$ cat config.mk
export PLATFORM = sky130hd
export DESIGN_NAME = clk_div_sel
export DESIGN_NICKNAME = d
export VERILOG_FILES = /design/src/rtl/clk_div_sel.sv
export SDC_FILE = /design/constraint.sdc
export NUM_CORES = 1
export LEC_CHECK = 0
export CAP_MARGIN = 40
export CELL_PAD_IN_SITES_DETAIL_PLACEMENT = 1
export CELL_PAD_IN_SITES_GLOBAL_PLACEMENT = 2
export CORE_MARGIN = 4
export CORE_UTILIZATION = 30
export CTS_CLUSTER_DIAMETER = 80
export DETAILED_ROUTE_END_ITERATION = 8
export HOLD_SLACK_MARGIN = 0.05
export PLACE_DENSITY = 0.68
export SLEW_MARGIN = 25
export SYNTH_ARGS = -nofsm -noshare
export SYNTH_HDL_FRONTEND = slang
export SYNTH_SLANG_ARGS = --single-unit
$ cat constraint.sdc
create_clock -name clk_in -period 2.8 [get_ports clk_in]
set_input_delay 0.56 -clock clk_in [delete_from_list [all_inputs] [get_ports clk_in]]
set_output_delay 0.56 -clock clk_in [all_outputs]
set_load 0.05 [all_outputs]
$ cat src/rtl/clk_div_sel.sv
// Runtime-selectable glitch-free clock divider: clk_out = clk_in / 2^(cur_sel+1).
// Define CLK_DIV_SEL_GATE_EN to add clk_en, which gates clk_out/tick one whole period at a time.
module clk_div_sel #(
   parameter int CNT_W     = 4,
   parameter int SEL_W     = 3,
   parameter int RESET_SEL = 0
) (
   input  logic             clk_in,
   input  logic             rst,
   input  logic             sel_req,
   input  logic [SEL_W-1:0] sel_in,
`ifdef CLK_DIV_SEL_GATE_EN
   input  logic             clk_en,
`endif
   output logic             sel_ack,
   output logic             sel_busy,
   output logic             sel_err,
   output logic [SEL_W-1:0] cur_sel,
   output logic             clk_out,
   output logic             tick
);

   typedef enum logic [0:0] {
      IDLE = 1'b0,
      PEND = 1'b1
   } state_t;

   localparam logic [CNT_W-1:0] CNT_MAX = '1;
   localparam logic [CNT_W-1:0] CNT_ONE = CNT_W'(1);

   state_t           state_q, state_d;
   logic [CNT_W-1:0] cnt_q, cnt_d;
   logic [SEL_W-1:0] cur_sel_q, cur_sel_d;
   logic [SEL_W-1:0] pend_sel_q, pend_sel_d;
   logic             clk_out_q, clk_out_d;
   logic             tick_q, tick_d;
   logic             ack_q, ack_d;
   logic             err_q, err_d;
   logic             busy_q, busy_d;
   logic             wrap;
   logic             sel_bad;
`ifdef CLK_DIV_SEL_GATE_EN
   logic             gate_q, gate_d;
`endif

   assign wrap    = (cnt_q == CNT_MAX);
   assign sel_bad = (32'(sel_in) >= CNT_W);

   always_comb begin
      state_d    = state_q;
      cur_sel_d  = cur_sel_q;
      pend_sel_d = pend_sel_q;
      ack_d      = 1'b0;
      err_d      = 1'b0;
      cnt_d      = cnt_q + CNT_ONE;

      case (state_q)
         IDLE: begin
            if (sel_req) begin
               if (sel_bad) begin
                  err_d = 1'b1;
               end else if (sel_in == cur_sel_q) begin
                  ack_d = 1'b1;
               end else begin
                  pend_sel_d = sel_in;
                  state_d    = PEND;
               end
            end
         end
         PEND: begin
            // All counter bits fall together on the wrap, so switching here cannot cut a phase short.
            if (wrap) begin
               cur_sel_d = pend_sel_q;
               ack_d     = 1'b1;
               state_d   = IDLE;
            end
         end
         default: state_d = IDLE;
      endcase

      busy_d    = (state_d == PEND);
      clk_out_d = |(cnt_d & (CNT_ONE << cur_sel_d));
`ifdef CLK_DIV_SEL_GATE_EN
      gate_d = wrap ? ~clk_en : gate_q;
      if (gate_d) begin
         clk_out_d = 1'b0;
      end
`endif
      tick_d = clk_out_d & ~clk_out_q;
   end

   always_ff @(posedge clk_in or negedge rst) begin
      if (!rst) begin
         state_q    <= IDLE;
         cnt_q      <= '0;
         cur_sel_q  <= SEL_W'(RESET_SEL);
         pend_sel_q <= '0;
         clk_out_q  <= 1'b0;
         tick_q     <= 1'b0;
         ack_q      <= 1'b0;
         err_q      <= 1'b0;
         busy_q     <= 1'b0;
      end else begin
         state_q    <= state_d;
         cnt_q      <= cnt_d;
         cur_sel_q  <= cur_sel_d;
         pend_sel_q <= pend_sel_d;
         clk_out_q  <= clk_out_d;
         tick_q     <= tick_d;
         ack_q      <= ack_d;
         err_q      <= err_d;
         busy_q     <= busy_d;
      end
   end

`ifdef CLK_DIV_SEL_GATE_EN
   always_ff @(posedge clk_in or negedge rst) begin
      if (!rst) begin
         gate_q <= 1'b0;
      end else begin
         gate_q <= gate_d;
      end
   end
`endif

   assign sel_ack  = ack_q;
   assign sel_busy = busy_q;
   assign sel_err  = err_q;
   assign cur_sel  = cur_sel_q;
   assign clk_out  = clk_out_q;
   assign tick     = tick_q;

endmodule

; ---- After elaboration in Yosys (flattened, before gate mapping)
; Index checks and enable logic that the tools add are counted.
[totals]
reg_bits = 15
output_inout_bits = 8
wordCells = 36
[op_classes]
n_addsub = 1
order_cmp = 1
eq_ne = 2
shifts = 1
mux = 15
n_bitwise = 6
reduce_logical = 2
[op_table]
columns = operator, n
row1 = 2-to-1 mux 1 bit, 11
row2 = 2-to-1 mux 3 bit, 2
row3 = adder 4 x 1 -> 4 bit (second input constant), 1
row4 = bitwise AND 4 bit, 1
row5 = equality test 4 bit (second input constant), 1
row6 = inverter 1 bit, 4
row7 = one-hot mux 1 bit (2 select lines), 2
row8 = AND reduction 4 bit, 1
row9 = OR reduction 4 bit, 1
row10 = << shifter 1 x 3 -> 4 bit (first input constant), 1
row11 = equality test 3 bit, 1
row12 = >= comparator 3 bit (second input constant), 1
row13 = bitwise AND 1 bit, 1

; ---- Depth between registers and ports, before layout
; Gate-level depths: netlist (run 1).
[depth]
word_depth = 7
mapped_depth = 5
mapped_depth_nobuf = 5

; ---- Least setup slack after synthesis (run 1)
; Ideal clock, no wire load.
[synth_path]
kind = flip-flop to flip-flop
from = register sel_busy (netlist name)
to = register pend_sel_q[0]
arrival_ps = 1614
required_ps = 2675
slack_ps = 1061
path_stages_with_launch = 4
n_path_buf = 0
period_less_slack_ps = 1739
path_cell_list = dfrtp_1 -> or3b_1 -> a31oi_2 -> mux2_2
[synth_lines]
columns = item, line
row1 = to (signal assigned), 107  ; pend_sel_q <= pend_sel_d;
row2 = to (decl), 34  ; logic [SEL_W-1:0] pend_sel_q, pend_sel_d;

; ---- Final worst setup path (run 1)
[layout_path]
from = register busy_q (netlist: sel_busy)
to = output sel_busy
[layout_lines]
columns = item, line
row1 = from (decl), 39  ; logic busy_q, busy_d;
row2 = from (signal assigned), 112  ; busy_q <= busy_d;
row3 = to (decl), 16  ; output logic sel_busy,
; No word-level cell between the ends.

==> impl_metrics.yaml, run 1 <==
floorplan:
  fp.coreArea_um2: 2062
  placementRows: 16
  die_w_um: 55.59
  initial_core_util_pct: 32.95
  dieArea_um2: 3090
  floorplan.die.height_um: 55.59
  ioPinCount: 14
clock_network:
  path_clk_slew_ps: 90
  clkSinkCount: 15
  cts_setup_buffers: 0
  post_cts.resized_instances: 0
  cts_max_path_buffers: 2
  cts.root.buffer_cell: "sky130_fd_sc_hd__clkbuf_4"
  htreeDepth: 1
  tritoncts: "yes"
  cts_inserted_buffers: 3
  clk_latency_ps: 290
  count_of_hold_fix_buffers_inserted_at_cts: 0
grt:
  via_count_of_the_first_global_routing_pass: 512
  antenna_violations_before_repair: 0
  overall_overflow_remaining_after_global_route: 0
  grtUsageTotal_pct: 10.28
  grt_max_degree: 16
  grt_first_pass_wirelength_mm: 2.463
min_path:
  whs_path_depth: 1
  min_delay_worst_endpoint: "tick$_DFF_PN0_"
  min_delay_startpoint: "clk_out$_DFF_PN0_"
  hp-class: "flip-flop to flip-flop"
worst_setup_path:
  worst_path_largest_cell_delay_ps: 840
  crit_type: "flip-flop to output port"
  r2r.worst_path.cells: 5
  crit_arrival_ps: 1600
  cp.required_ps: 2240
  critical_path.cell_chain: "clkdlybuf4s50_1"
  r2r_start: "cnt_q[0]$_DFF_PN0_"
  r2r_setup_slack_ps: 1140
  path_max_fanout: 5
  crit-reg2reg-capture: "tick$_DFF_PN0_"
  cpMaxStageDelayCell: "sky130_fd_sc_hd__clkdlybuf4s50_1"
  endpoint_kind: "output port"
  critPathLaunchType: "flip-flop"
  crit_cells: 1
  worst-path-buf-inv: 1
  cpLargestDelayFamily: "buffers and inverters"
timing:
  clock-skew-final_ps: 2.327
  final.hold.worst_slack_ps: 440.8
  rsz0062_at_grt: "no"
  timing.final.hold_violations: 0
  finalMaxSlewViolations: 0
  timing.max_slew.rel_slack_pct: 55.28
  setup_total_negative_slack_ps: 0
  timing.fmax_mhz: 463.7
  finalCritPeriodShare_pct: 77.01
  final_number_of_setup_violating_endpoints: 0
  timing.final.crit_period_ps: 2156
  timing_worst_slew_pin_value_ps: 668.7
detailed_routing:
  drtPass1Iterations: 3
  wl_per_cell_um: 13.70
  route.final.wire_length_mm: 1.315
  num_vias: 459
  viasPerCell: 4.781
  drc: 0
  antenna_violating_nets_post_route: 0
  drt-initial-drc-count: 1
power_and_ir_drop:
  power_per_cell_area_nw_per_um2: 870.1
  vdd_ir_drop_max_uv: 447.8
  power.static_leakage_nw: 0.4131
final_layout:
  area_growth_pct: 28.18
  drive_above_1_share_pct: 15.94
  nets: 77
  num_antenna_cells: 0
  layout.filler_cells: 237
logic_synthesis:
  yosys_register_bits: 15
  netlist_instances: 52
  yosys.cell_types.count: 24
  synth_seq_area_share_pct: 55.25
  postSynthAreaPerCell_um2: 13.07
  syn_area_um2: 679.4
  yosys_warnings: 0
  syn-num-nets: 59
status:
  outcome: "finished, final reports clean"
placed_design:
  buffer_ports.inserted: 13
  dpl.hpwl_mm: 1.011
  globalplace.congestion: 0.6171
job:
  cap_viol_max_count: 0
==> through the flow <==
stage               area, um2  utilization (%)  std cells  worst slack, ps  total power [mW]
finish                  870.8            42.23         96            643.6            0.7577
global route            870.8            42.23         96            584.7            0.8078
CTS                     870.8            42.23         96            615.6            0.7716
detailed placement      843.3            40.90         92            631.9            0.6416
global placement        843.3            40.90         92            656.4            0.6398
floorplan               679.4                -         52             1061            0.5303
==> layout by cell type (no fill, tap or decap) <==
master / n
sky130_fd_sc_hd__a21o_1: 1
sky130_fd_sc_hd__a21oi_1: 1
sky130_fd_sc_hd__a31oi_2: 1
sky130_fd_sc_hd__and2b_1: 1
sky130_fd_sc_hd__and3b_1: 2
sky130_fd_sc_hd__clkbuf_4: 3
sky130_fd_sc_hd__clkdlybuf4s50_1: 13
sky130_fd_sc_hd__clkinv_2: 1
sky130_fd_sc_hd__dfrtp_1: 15
sky130_fd_sc_hd__ha_1: 1
sky130_fd_sc_hd__inv_1: 2
sky130_fd_sc_hd__mux2_2: 4
sky130_fd_sc_hd__mux2i_1: 2
sky130_fd_sc_hd__mux2i_2: 1
sky130_fd_sc_hd__nand2_1: 1
sky130_fd_sc_hd__nand3_1: 3
sky130_fd_sc_hd__nand4_4: 1
sky130_fd_sc_hd__nor2_1: 2
sky130_fd_sc_hd__nor2b_1: 2
sky130_fd_sc_hd__nor3b_1: 1
sky130_fd_sc_hd__o2111ai_1: 1
sky130_fd_sc_hd__o21ai_0: 2
sky130_fd_sc_hd__o21bai_1: 1
sky130_fd_sc_hd__o221ai_1: 1
sky130_fd_sc_hd__or3b_1: 1
sky130_fd_sc_hd__xnor2_1: 4
sky130_fd_sc_hd__xor2_1: 1
==> logic make-up (layout without fill, tap and decap cells) <==
family	Yosys count	after routing	share of synthesized area, %
buf+inv	2	19	1.105
compound gates	8	8	8.840
xor+xnor	5	5	6.445
flops	15	15	55.25
fa+ha+maj	1	1	1.841
simple gates	14	14	14.92
mux	7	7	11.60
==> how the worst max path moves through the flow <==
stage	start	to	slack [ps]
detailed placement	sel_in[2]	pend_sel_q[1]$_DFFE_PN0P_	630
global route	sel_busy$_DFF_PN0_	sel_busy	580
global placement	sel_req	pend_sel_q[1]$_DFFE_PN0P_	660
floorplan	sel_busy$_DFF_PN0_	pend_sel_q[0]$_DFFE_PN0P_	1060
CTS	sel_busy$_DFF_PN0_	sel_busy	620
finish	sel_busy$_DFF_PN0_	sel_busy	640
==> registers in the layout, summed over array words and instances, names as in the netlist <==
signal      flops
clk_out         1
cnt_q           4
cur_sel         3
pend_sel_q      3
sel_ack         1
sel_busy        1
sel_err         1
tick            1
==> report_power, final <==
part / switching, mW / total (mW) / leakage, nW / internal [mW]
registers: 0.0493 / 0.314 / 0.192 / 0.264
clock network: 0.0720 / 0.125 / 0.0177 / 0.0533
logic: 0.192 / 0.319 / 0.204 / 0.127
total: 0.313 / 0.758 / 0.413 / 0.445
==> per-layer routing <==
metal  global-route usage [%]  part of all wire [%]
met3                    5.568                   7.0
met2                    15.71                    48
met5                        0                     0
met1                    11.94                    44
met4                    4.167                   1.4
==> cell type report <==
cell class                 instances  area [um2]  share of cell area, %
clock buffer                       3       22.52                  2.586
timing repair buffer              13       130.1                  14.94
sequential                        15       375.4                  43.10
inverter                           2       7.507                 0.8621
tap                               27       33.78                  3.879
clock inverter                     1       5.005                 0.5747
multi-input combinational         35       296.5                  34.05
==> cell usage after synthesis, drive strengths merged <==
master | instances | area (um2)
nor2 | 2 | 7.510
o21ai | 2 | 10.01
o21bai | 1 | 7.510
or3b | 1 | 8.760
ha | 1 | 12.51
a21oi | 1 | 5.000
nor2b | 2 | 12.51
xnor2 | 4 | 35.03
mux2 | 4 | 45.04
nand4 | 1 | 21.27
inv | 2 | 7.510
mux2i | 3 | 33.78
a31oi | 1 | 12.51
dfrtp | 15 | 375.4
nand2 | 1 | 3.750
xor2 | 1 | 8.760
nand3 | 3 | 15.01
and2b | 1 | 7.510
o2111ai | 1 | 8.760
and3b | 2 | 17.52
a21o | 1 | 7.510
o221ai | 1 | 8.760
nor3b | 1 | 7.510
(Power assumes the default switching activity.)
==> run 2, diff against run 1 <==
clock period = 2.2 ns   (was 2.8 ns; I/O delays follow)
==> results of run 2 <==
The final DEF is identical to that of run 1. Status: finished, final reports clean.
Main changes from that run: final weighted congestion in routability-driven placement 0.6171 -> 0.6170; setup slack after placement 631.9 ps -> 151.9 ps; setup slack after layout 643.6 ps -> 163.6 ps; register-to-register setup slack 1140 ps -> 540 ps; total power 0.7577 mW -> 0.9643 mW; worst IR drop on VDD 447.8 uV -> 569.9 uV
==> run 3, diff against run 2 <==
HOLD_SLACK_MARGIN = 0.06   (was 0.05)
==> results of run 3 <==
The final DEF is identical to that of run 1. Status: finished, final reports clean.
Main changes from that run: final weighted congestion in routability-driven placement 0.6171 -> 0.6170; setup slack after placement 631.9 ps -> 151.9 ps; setup slack after layout 643.6 ps -> 163.6 ps; register-to-register setup slack 1140 ps -> 540 ps; total power 0.7577 mW -> 0.9643 mW; worst IR drop on VDD 447.8 uV -> 569.9 uV
